`src/rtl/status_write_seq_pkg.sv`:
```
// Shared types, constants and the status-byte encoder for the RTC status sequencers.
package rtc_status_pkg;

    typedef enum logic [1:0] {
        S_IDLE,
        S_ADDR,
        S_DATA,
        S_DONE
    } seq_state_e;

    localparam logic [1:0] MODE_WRITE = 2'd3;

    localparam int DEF_FMT_BIT   = 4;
    localparam int DEF_CRONO_BIT = 3;

    typedef struct packed {
        logic a_a;
        logic f_h;
        logic crono;
    } status_flags_t;

    // Alarm acknowledge masks the chronometer flag; every other bit stays 0.
    function automatic logic [31:0] encode_status(
        input status_flags_t flags,
        input int            fmt_bit,
        input int            crono_bit
    );
        logic [31:0] res;
        res            = '0;
        res[fmt_bit]   = flags.f_h;
        res[crono_bit] = flags.crono & ~flags.a_a;
        return res;
    endfunction

endpackage

```
`src/rtl/status_write_seq_if.sv`:
```
// Controller-side bus of the status write sequencer: mode, flags, pacing ticks and the write outputs.
interface status_write_seq_if #(
    parameter int DATA_W = 8
);
    logic [1:0]        Control;
    logic              A_A;
    logic              F_H;
    logic              act_crono;
    logic              enable_cont_16;
    logic              enable_cont_MS;
    logic [DATA_W-1:0] Mod_s;
    logic              Mod_addr;
    logic              Mod_busy;
    logic              Mod_done;

    modport master (
        output Control, A_A, F_H, act_crono, enable_cont_16, enable_cont_MS,
        input  Mod_s, Mod_addr, Mod_busy, Mod_done
    );

    modport slave (
        input  Control, A_A, F_H, act_crono, enable_cont_16, enable_cont_MS,
        output Mod_s, Mod_addr, Mod_busy, Mod_done
    );
endinterface

```
`src/rtl/status_write_seq_counter.sv`:
```
// phase_tick_counter: counts pacing ticks within a phase and flags the PHASE_TICKS-th one.
module phase_tick_counter #(
    parameter int PHASE_TICKS = 2
) (
    input  logic reloj,
    input  logic resetM,
    input  logic clr,
    input  logic tick,
    output logic last_tick
);

    localparam int                CNT_W    = $clog2(PHASE_TICKS) + 1;
    localparam logic [CNT_W-1:0]  CNT_LAST = CNT_W'(PHASE_TICKS - 1);

    logic [CNT_W-1:0] cnt_q;
    logic [CNT_W-1:0] cnt_d;

    // Clear wins over tick, so the owner clears on the terminal tick and the count never wraps.
    always_comb begin
        cnt_d = cnt_q;
        if (clr) begin
            cnt_d = '0;
        end else if (tick) begin
            cnt_d = cnt_q + CNT_W'(1);
        end
    end

    always_ff @(posedge reloj) begin
        if (resetM) begin
            cnt_q <= '0;
        end else begin
            cnt_q <= cnt_d;
        end
    end

    assign last_tick = tick && (cnt_q == CNT_LAST);

endmodule

```
`src/rtl/status_write_seq.sv`:
```
// status_write_seq: in write mode, issues one status write (address phase, then data phase).
// Optional macro STATUS_CHANGE_ONLY_EN: start only on the first write or when the status changed.
module status_write_seq
    import rtc_status_pkg::*;
#(
    parameter int         DATA_W      = 8,
    parameter logic [7:0] STATUS_ADDR = 8'h00,
    parameter int         PHASE_TICKS = 2,
    parameter int         FMT_BIT     = DEF_FMT_BIT,
    parameter int         CRONO_BIT   = DEF_CRONO_BIT
) (
    input  logic              reloj,
    input  logic              resetM,
    status_write_seq_if.slave bus
);

`ifdef STATUS_CHANGE_ONLY_EN
    localparam bit CHANGE_ONLY = 1'b1;
`else
    localparam bit CHANGE_ONLY = 1'b0;
`endif

    localparam logic [DATA_W-1:0] ADDR_VAL = DATA_W'(STATUS_ADDR);

    seq_state_e        state_q, state_d;
    status_flags_t     in_status_q, in_status_d;
    status_flags_t     snap_q, snap_d;
    status_flags_t     last_q, last_d;
    logic              first_q, first_d;
    logic [DATA_W-1:0] mod_s_q, mod_s_d;
    logic              mod_addr_q, mod_addr_d;
    logic              mod_busy_q, mod_busy_d;
    logic              mod_done_q, mod_done_d;

    logic tick;
    logic write_mode;
    logic in_phase;
    logic abort;
    logic status_changed;
    logic start_ok;
    logic cnt_clr;
    logic cnt_tick;
    logic last_tick;

    always_comb begin
        tick           = bus.enable_cont_16 & bus.enable_cont_MS;
        write_mode     = (bus.Control == MODE_WRITE);
        in_phase       = (state_q == S_ADDR) || (state_q == S_DATA);
        abort          = in_phase && !write_mode;
        status_changed = first_q || (in_status_q != last_q);
        start_ok       = status_changed || !CHANGE_ONLY;
        // A tick landing on the abort cycle must not be counted.
        cnt_tick       = tick && in_phase && !abort;
        cnt_clr        = !in_phase || abort || last_tick;
    end

    phase_tick_counter #(
        .PHASE_TICKS(PHASE_TICKS)
    ) u_phase_cnt (
        .reloj    (reloj),
        .resetM   (resetM),
        .clr      (cnt_clr),
        .tick     (cnt_tick),
        .last_tick(last_tick)
    );

    always_comb begin
        state_d     = state_q;
        in_status_d = {bus.A_A, bus.F_H, bus.act_crono};
        snap_d      = snap_q;
        last_d      = last_q;
        first_d     = first_q;

        unique case (state_q)
            S_IDLE: begin
                if (write_mode && tick && start_ok) begin
                    state_d = S_ADDR;
                    snap_d  = in_status_q;
                end
            end
            S_ADDR: begin
                if (abort) begin
                    state_d = S_IDLE;
                end else if (last_tick) begin
                    state_d = S_DATA;
                end
            end
            S_DATA: begin
                if (abort) begin
                    state_d = S_IDLE;
                end else if (last_tick) begin
                    state_d = S_DONE;
                end
            end
            S_DONE: begin
                state_d = S_IDLE;
                last_d  = snap_q;
                first_d = 1'b0;
            end
            default: begin
                state_d = S_IDLE;
            end
        endcase

        // Outputs are decoded from the next state so they line up with the registered state.
        mod_addr_d = (state_d == S_ADDR);
        mod_busy_d = (state_d == S_ADDR) || (state_d == S_DATA);
        mod_done_d = (state_d == S_DONE);
        mod_s_d    = '0;
        if (state_d == S_ADDR) begin
            mod_s_d = ADDR_VAL;
        end else if (state_d == S_DATA) begin
            mod_s_d = DATA_W'(encode_status(snap_d, FMT_BIT, CRONO_BIT));
        end
    end

    always_ff @(posedge reloj) begin
        if (resetM) begin
            state_q     <= S_IDLE;
            in_status_q <= '0;
            snap_q      <= '0;
            last_q      <= '0;
            first_q     <= 1'b1;
            mod_s_q     <= '0;
            mod_addr_q  <= 1'b0;
            mod_busy_q  <= 1'b0;
            mod_done_q  <= 1'b0;
        end else begin
            state_q     <= state_d;
            in_status_q <= in_status_d;
            snap_q      <= snap_d;
            last_q      <= last_d;
            first_q     <= first_d;
            mod_s_q     <= mod_s_d;
            mod_addr_q  <= mod_addr_d;
            mod_busy_q  <= mod_busy_d;
            mod_done_q  <= mod_done_d;
        end
    end

    assign bus.Mod_s    = mod_s_q;
    assign bus.Mod_addr = mod_addr_q;
    assign bus.Mod_busy = mod_busy_q;
    assign bus.Mod_done = mod_done_q;

endmodule

```
`src/flat_wrapper.sv`:
```
// flat-port wrapper written by rule: the top's interface ports become plain ports
module status_write_seq_flat import rtc_status_pkg::*;
#(
    parameter int         DATA_W      = 8,
    parameter logic [7:0] STATUS_ADDR = 8'h00,
    parameter int         PHASE_TICKS = 2,
    parameter int         FMT_BIT     = DEF_FMT_BIT,
    parameter int         CRONO_BIT   = DEF_CRONO_BIT
)
  (reloj, resetM, bus_Control, bus_A_A, bus_F_H, bus_act_crono, bus_enable_cont_16, bus_enable_cont_MS, bus_Mod_s, bus_Mod_addr, bus_Mod_busy, bus_Mod_done);
  status_write_seq_if #(.DATA_W(DATA_W)) bus_i ();
  input  logic reloj;
  input  logic resetM;
  input wire logic [$bits(bus_i.Control)-1:0] bus_Control;
  input wire logic [$bits(bus_i.A_A)-1:0] bus_A_A;
  input wire logic [$bits(bus_i.F_H)-1:0] bus_F_H;
  input wire logic [$bits(bus_i.act_crono)-1:0] bus_act_crono;
  input wire logic [$bits(bus_i.enable_cont_16)-1:0] bus_enable_cont_16;
  input wire logic [$bits(bus_i.enable_cont_MS)-1:0] bus_enable_cont_MS;
  output wire logic [$bits(bus_i.Mod_s)-1:0] bus_Mod_s;
  output wire logic [$bits(bus_i.Mod_addr)-1:0] bus_Mod_addr;
  output wire logic [$bits(bus_i.Mod_busy)-1:0] bus_Mod_busy;
  output wire logic [$bits(bus_i.Mod_done)-1:0] bus_Mod_done;
  assign bus_i.Control = bus_Control;
  assign bus_i.A_A = bus_A_A;
  assign bus_i.F_H = bus_F_H;
  assign bus_i.act_crono = bus_act_crono;
  assign bus_i.enable_cont_16 = bus_enable_cont_16;
  assign bus_i.enable_cont_MS = bus_enable_cont_MS;
  assign bus_Mod_s = bus_i.Mod_s;
  assign bus_Mod_addr = bus_i.Mod_addr;
  assign bus_Mod_busy = bus_i.Mod_busy;
  assign bus_Mod_done = bus_i.Mod_done;
  status_write_seq #(.DATA_W(DATA_W), .STATUS_ADDR(STATUS_ADDR), .PHASE_TICKS(PHASE_TICKS), .FMT_BIT(FMT_BIT), .CRONO_BIT(CRONO_BIT)) u_core (.reloj(reloj), .resetM(resetM), .bus(bus_i));
endmodule
```
`config.mk`:
```
export PLATFORM = sky130hd
export DESIGN_NAME = status_write_seq_flat
export DESIGN_NICKNAME = d
export VERILOG_FILES = /design/src/rtl/status_write_seq_pkg.sv /design/src/rtl/status_write_seq_if.sv /design/src/rtl/status_write_seq_counter.sv /design/src/rtl/status_write_seq.sv /design/src/flat_wrapper.sv
export SDC_FILE = /design/constraint.sdc
export NUM_CORES = 1
export LEC_CHECK = 0
export CORE_UTILIZATION = 40
export CTS_CLUSTER_DIAMETER = 120
export CTS_CLUSTER_SIZE = 14
export DETAILED_ROUTE_END_ITERATION = 8
export GPL_TIMING_DRIVEN = 1
export PLACE_DENSITY = 0.68
export SLEW_MARGIN = 20
export SYNTH_ARGS = -nofsm -noshare
export SYNTH_HDL_FRONTEND = slang
export SYNTH_HIERARCHICAL = 1
export SYNTH_SLANG_ARGS = --single-unit
```
`constraint.sdc`:
```
create_clock -name reloj -period 2.6 [get_ports reloj]
set_input_delay 0.26 -clock reloj [delete_from_list [all_inputs] [get_ports reloj]]
set_output_delay 0.26 -clock reloj [all_outputs]
set_load 0.02 [all_outputs]
```
==> metrics.txt <==
# TYPE chip_impl_metric gauge
chip_impl_info{name="status",value="finished, final reports clean"} 1
chip_impl_metric{name="ys_seq_elements",unit=""} 15
chip_impl_metric{name="slew_viol_final",unit=""} 0
chip_impl_info{name="cts_root_buffer",value="clkbuf_4"} 1
chip_impl_metric{name="synth-warning-count",unit=""} 6
chip_impl_info{name="setup.worst_path.start_class",value="flop"} 1
chip_impl_info{name="rsz0062_at_grt",value="false"} 1
chip_impl_metric{name="gp_congestion",unit=""} 0.7050
chip_impl_metric{name="vias_per_cell",unit=""} 4.758
chip_impl_metric{name="critical_path_peak_fanout",unit=""} 5
chip_impl_metric{name="synth.mux.area_fraction",unit="%"} 0
chip_impl_info{name="setup.worst_path.class",value="reg2reg"} 1
chip_impl_metric{name="worst_ep_arrival_time",unit="ps"} 2580
chip_impl_info{name="timing.rr.end",value="u_core/bus.Mod_s[3]"} 1
chip_impl_metric{name="totalWireLength",unit="µm"} 1290
chip_impl_metric{name="area_growth",unit="%"} 20.83
chip_impl_metric{name="fin_area",unit="µm²"} 943.4
chip_impl_metric{name="synth_async_sr_flop_share",unit="%"} 0
chip_impl_metric{name="drc_markers",unit=""} 0
chip_impl_metric{name="cts_hold_buffers",unit=""} 0
chip_impl_metric{name="grt_pass1_vias",unit=""} 525
chip_impl_metric{name="distinct_cell_type_count_of_the_synthesized_netlist",unit=""} 29
chip_impl_metric{name="post_synth_and_or_nand_nor_area_fraction",unit="%"} 20.67
chip_impl_metric{name="cap_viol_max_count",unit=""} 0
chip_impl_metric{name="cts-root-to-sink-buffers",unit=""} 2
chip_impl_info{name="critical_path.reg2reg.startpoint",value="u_core/state_q[0]"} 1
chip_impl_info{name="dominantRegCellSynth",value="dfxtp_1"} 1
chip_impl_metric{name="synth_compound_area_share",unit="%"} 15.38
chip_impl_metric{name="buffers_and_inverters_on_the_worst_path",unit=""} 1
chip_impl_metric{name="parity_gate_share_of_the_synthesized_area_counting_xor_and_xnor_cells",unit="%"} 1.122
chip_impl_metric{name="final_cell_utilization_of_the_core",unit="%"} 52.91
chip_impl_metric{name="sequential_area_share_after_synthesis",unit="%"} 38.46
chip_impl_metric{name="numPortBuffers",unit=""} 13
chip_impl_metric{name="fraction_of_layout_instances_using_a_drive_strength_above_1",unit="%"} 12.12
chip_impl_metric{name="report.final.hold_viol_count",unit=""} 0
chip_impl_metric{name="grt_remaining_overflow",unit=""} 0
chip_impl_metric{name="initial_core_utilization",unit="%"} 43.79
chip_impl_metric{name="syn-instance-count",unit=""} 82
chip_impl_metric{name="setup_violations_final",unit=""} 0
chip_impl_metric{name="dieArea",unit="mm²"} 0.002133
chip_impl_metric{name="netlist_area",unit="µm²"} 780.7
chip_impl_metric{name="worst_hold_check_slack",unit="ps"} 481.1
chip_impl_info{name="hold_path.class",value="reg2reg"} 1
chip_impl_metric{name="boundaryPins",unit=""} 20
chip_impl_metric{name="hold_depth",unit=""} 2
chip_impl_metric{name="area.sequential",unit="µm²"} 300.3
chip_impl_metric{name="cts.reportedPaths.clkPinSlew",unit="ps"} 90
chip_impl_metric{name="grt_antenna_before_repair",unit=""} 0
chip_impl_metric{name="routedWlPerCell",unit="µm"} 10.40
chip_impl_metric{name="ff2ff_path_depth",unit=""} 11
chip_impl_metric{name="max_stage_delay",unit="ps"} 410
chip_impl_metric{name="postSynthAreaPerCell",unit="µm²"} 9.521
chip_impl_info{name="slowest_stage",value="dfxtp_1"} 1
chip_impl_metric{name="post_synthesis_adder_cell_area_fraction",unit="%"} 12.82
chip_impl_metric{name="power.total",unit="W"} 0.0004160
chip_impl_metric{name="core",unit="mm²"} 0.001783
chip_impl_metric{name="rrSetupSlack",unit="ps"} 230
chip_impl_metric{name="die_width",unit="µm"} 46.18
chip_impl_metric{name="fmaxAchievable",unit="GHz"} 0.4225
chip_impl_metric{name="peakVddDrop",unit="mV"} 0.3083
chip_impl_info{name="synth_top_family_by_area",value="simple AND/OR/NAND/NOR gates"} 1
chip_impl_metric{name="fin_skew",unit="ps"} 1.750
chip_impl_metric{name="drt-initial-drc-count",unit=""} 2
chip_impl_info{name="worstSetupEndpointType",value="flop"} 1
chip_impl_metric{name="relative_slew_slack",unit="%"} 63.71
chip_impl_metric{name="synth-edff-count",unit=""} 0
chip_impl_metric{name="die_h",unit="µm"} 46.18
chip_impl_info{name="crit_path_cell_trace",value="inv_1 > ha_1 > and2_1 > and2_2 > or2_0 > a31oi_1 > o21ai_0 > ha_1 > nor2_1 > nand2_1 > a21oi_1"} 1
chip_impl_metric{name="placedInstanceArea",unit="µm²"} 915.9
chip_impl_metric{name="nFillCells",unit=""} 185
chip_impl_metric{name="h_tree_lvl_count",unit=""} 1
chip_impl_info{name="clock_tree_from_tritoncts",value="built"} 1
chip_impl_info{name="final_cell_mix",value="dfxtp_1 (15), clkdlybuf4s50_1 (13), nor2b_1 (8), ha_1 (8), conb_1 (6)"} 1
chip_impl_metric{name="pwr_density_cell",unit="mW/mm²"} 441.0
chip_impl_metric{name="pre_repair_dr_iteration_count",unit=""} 3
chip_impl_metric{name="grt_util_all_layers",unit="%"} 14.62
chip_impl_metric{name="numClockSinks",unit=""} 15
chip_impl_metric{name="clk_latency_worst_skew_pair",unit="ps"} 280
chip_impl_metric{name="cts_buffers",unit=""} 3
chip_impl_metric{name="rows",unit=""} 15
chip_impl_metric{name="hpwl",unit="µm"} 975.1
chip_impl_metric{name="grt_max_degree",unit=""} 16
chip_impl_info{name="hold_end",value="u_core/bus.Mod_s[4]"} 1
chip_impl_metric{name="data_required_time_at_the_worst_endpoint",unit="ps"} 2810
chip_impl_info{name="cpLargestDelayFamily",value="simple AND/OR/NAND/NOR gates"} 1
chip_impl_metric{name="grt_pass1_wl",unit="µm"} 2166
chip_impl_metric{name="post_layout_net_count",unit=""} 117
chip_impl_metric{name="final_min_period_over_clock_period",unit="%"} 91.04
chip_impl_metric{name="tightest_slew",unit="ps"} 542.7
chip_impl_metric{name="antenna_violating_nets_post_route",unit=""} 0
chip_impl_info{name="final_common_cell",value="dfxtp_1"} 1
chip_impl_metric{name="route.vias.total",unit=""} 590
chip_impl_info{name="timing.hold.worst.start",value="u_core/in_status_q[1]"} 1
chip_impl_info{name="path_common_cell",value="ha_1"} 1
chip_impl_metric{name="post_cts.resized_instances",unit=""} 0
chip_impl_metric{name="finalSetupTns",unit="ps"} 0
chip_impl_metric{name="fin_crit",unit="ps"} 2367
chip_impl_metric{name="area_occupied_by_multi_input_gates",unit="µm²"} 412.9
chip_impl_metric{name="p_leak",unit="nW"} 0.3595
chip_impl_metric{name="antennaDiodeCount",unit=""} 0
chip_impl_metric{name="post-cts-setup-buffer-count",unit=""} 0
==> layout make-up <==
type                    count  area share (%)
clock inverters             1          0.5305
repair buffers             16           16.18
multi-input cells          59           43.77
inverters                   5           1.989
well taps                  25           3.316
flip-flops and latches     15           31.83
clock buffers               3           2.387
==> registers in the layout, indices dropped and copies added (netlist names) <==
register / flops
u_core/bus.Mod_addr: 1
u_core/state_q: 2
u_core/bus.Mod_done: 1
u_core/u_phase_cnt/cnt_q: 2
u_core/in_status_q: 3
u_core/snap_q: 3
u_core/bus.Mod_busy: 1
u_core/bus.Mod_s: 2
==> kinds of logic (layout without fill, tap and decap cells) <==
family	after synthesis	after routing
compound gates	18	18
xor+xnor	1	1
fa+ha+maj	8	8
buf+inv	13	25
flops	15	15
other cells	1	6
simple gates	26	26
==> report_power, final <==
part / switching (W) / leakage (nW) / internal (W)
Combinational: 0.0000251 / 0.220 / 0.0000214
Clock: 0.0000757 / 0.0177 / 0.0000571
Sequential: 0.00000227 / 0.122 / 0.000234
==> worst max path at each step <==
stage	from	endpoint	slack [ps]	cells after the start
2_1_floorplan	u_core/state_q[0]	u_core/bus.Mod_busy	440	9
3_3_place_gp	bus_Control[0]	u_core/bus.Mod_s[3]	200	11
3_5_place_dp	bus_Control[0]	u_core/bus.Mod_s[3]	160	11
4_1_cts	u_core/state_q[0]	u_core/bus.Mod_s[3]	240	11
5_1_grt	u_core/state_q[0]	u_core/bus.Mod_s[3]	20	11
6_report	u_core/state_q[0]	u_core/bus.Mod_s[3]	230	11
==> metal layers <==
metal | track usage [%] | wire length, µm | up-vias
met5 | 0 | 0 | -
met4 | 10.59 | 10 | 0
met3 | 2.745 | 70 | 2
met2 | 21.69 | 546 | 17
met1 | 18.68 | 662 | 267
li1 | - | - | 304
==> synthesized netlist by cell type (2+ instances only) <==
master    number  share of area [%]
a21oi_1        5                3.2
nand4b_1       2                2.2
buf_4          6                5.8
ha_1           8                 13
buf_6          2                2.9
o21ai_0        5                3.2
nor2_1         2               0.96
nor2b_1        8                6.4
o22ai_1        2                1.6
dfxtp_1       15                 38
inv_1          5                2.4
nand2_1        3                1.4
nand3_1        3                1.9
==> stage by stage <==
stage	setup WS [ps]	std cells
after global placement	199.3	120
after global routing	17.06	124
after detailed placement	160.8	120
after CTS	239.1	124
final	233.1	124
after floorplan	436.2	87
==> worst register-to-register path, cell delays in order, from the launching register on <==
cell and delay [ps]:
dfxtp_1 410, inv_1 100, ha_1 330, and2_1 150, and2_2 200, or2_0 210
a31oi_1 210, o21ai_0 160, ha_1 240, nor2_1 80, nand2_1 80, a21oi_1 130
Note: power is estimated with default switching activity, not from simulation.
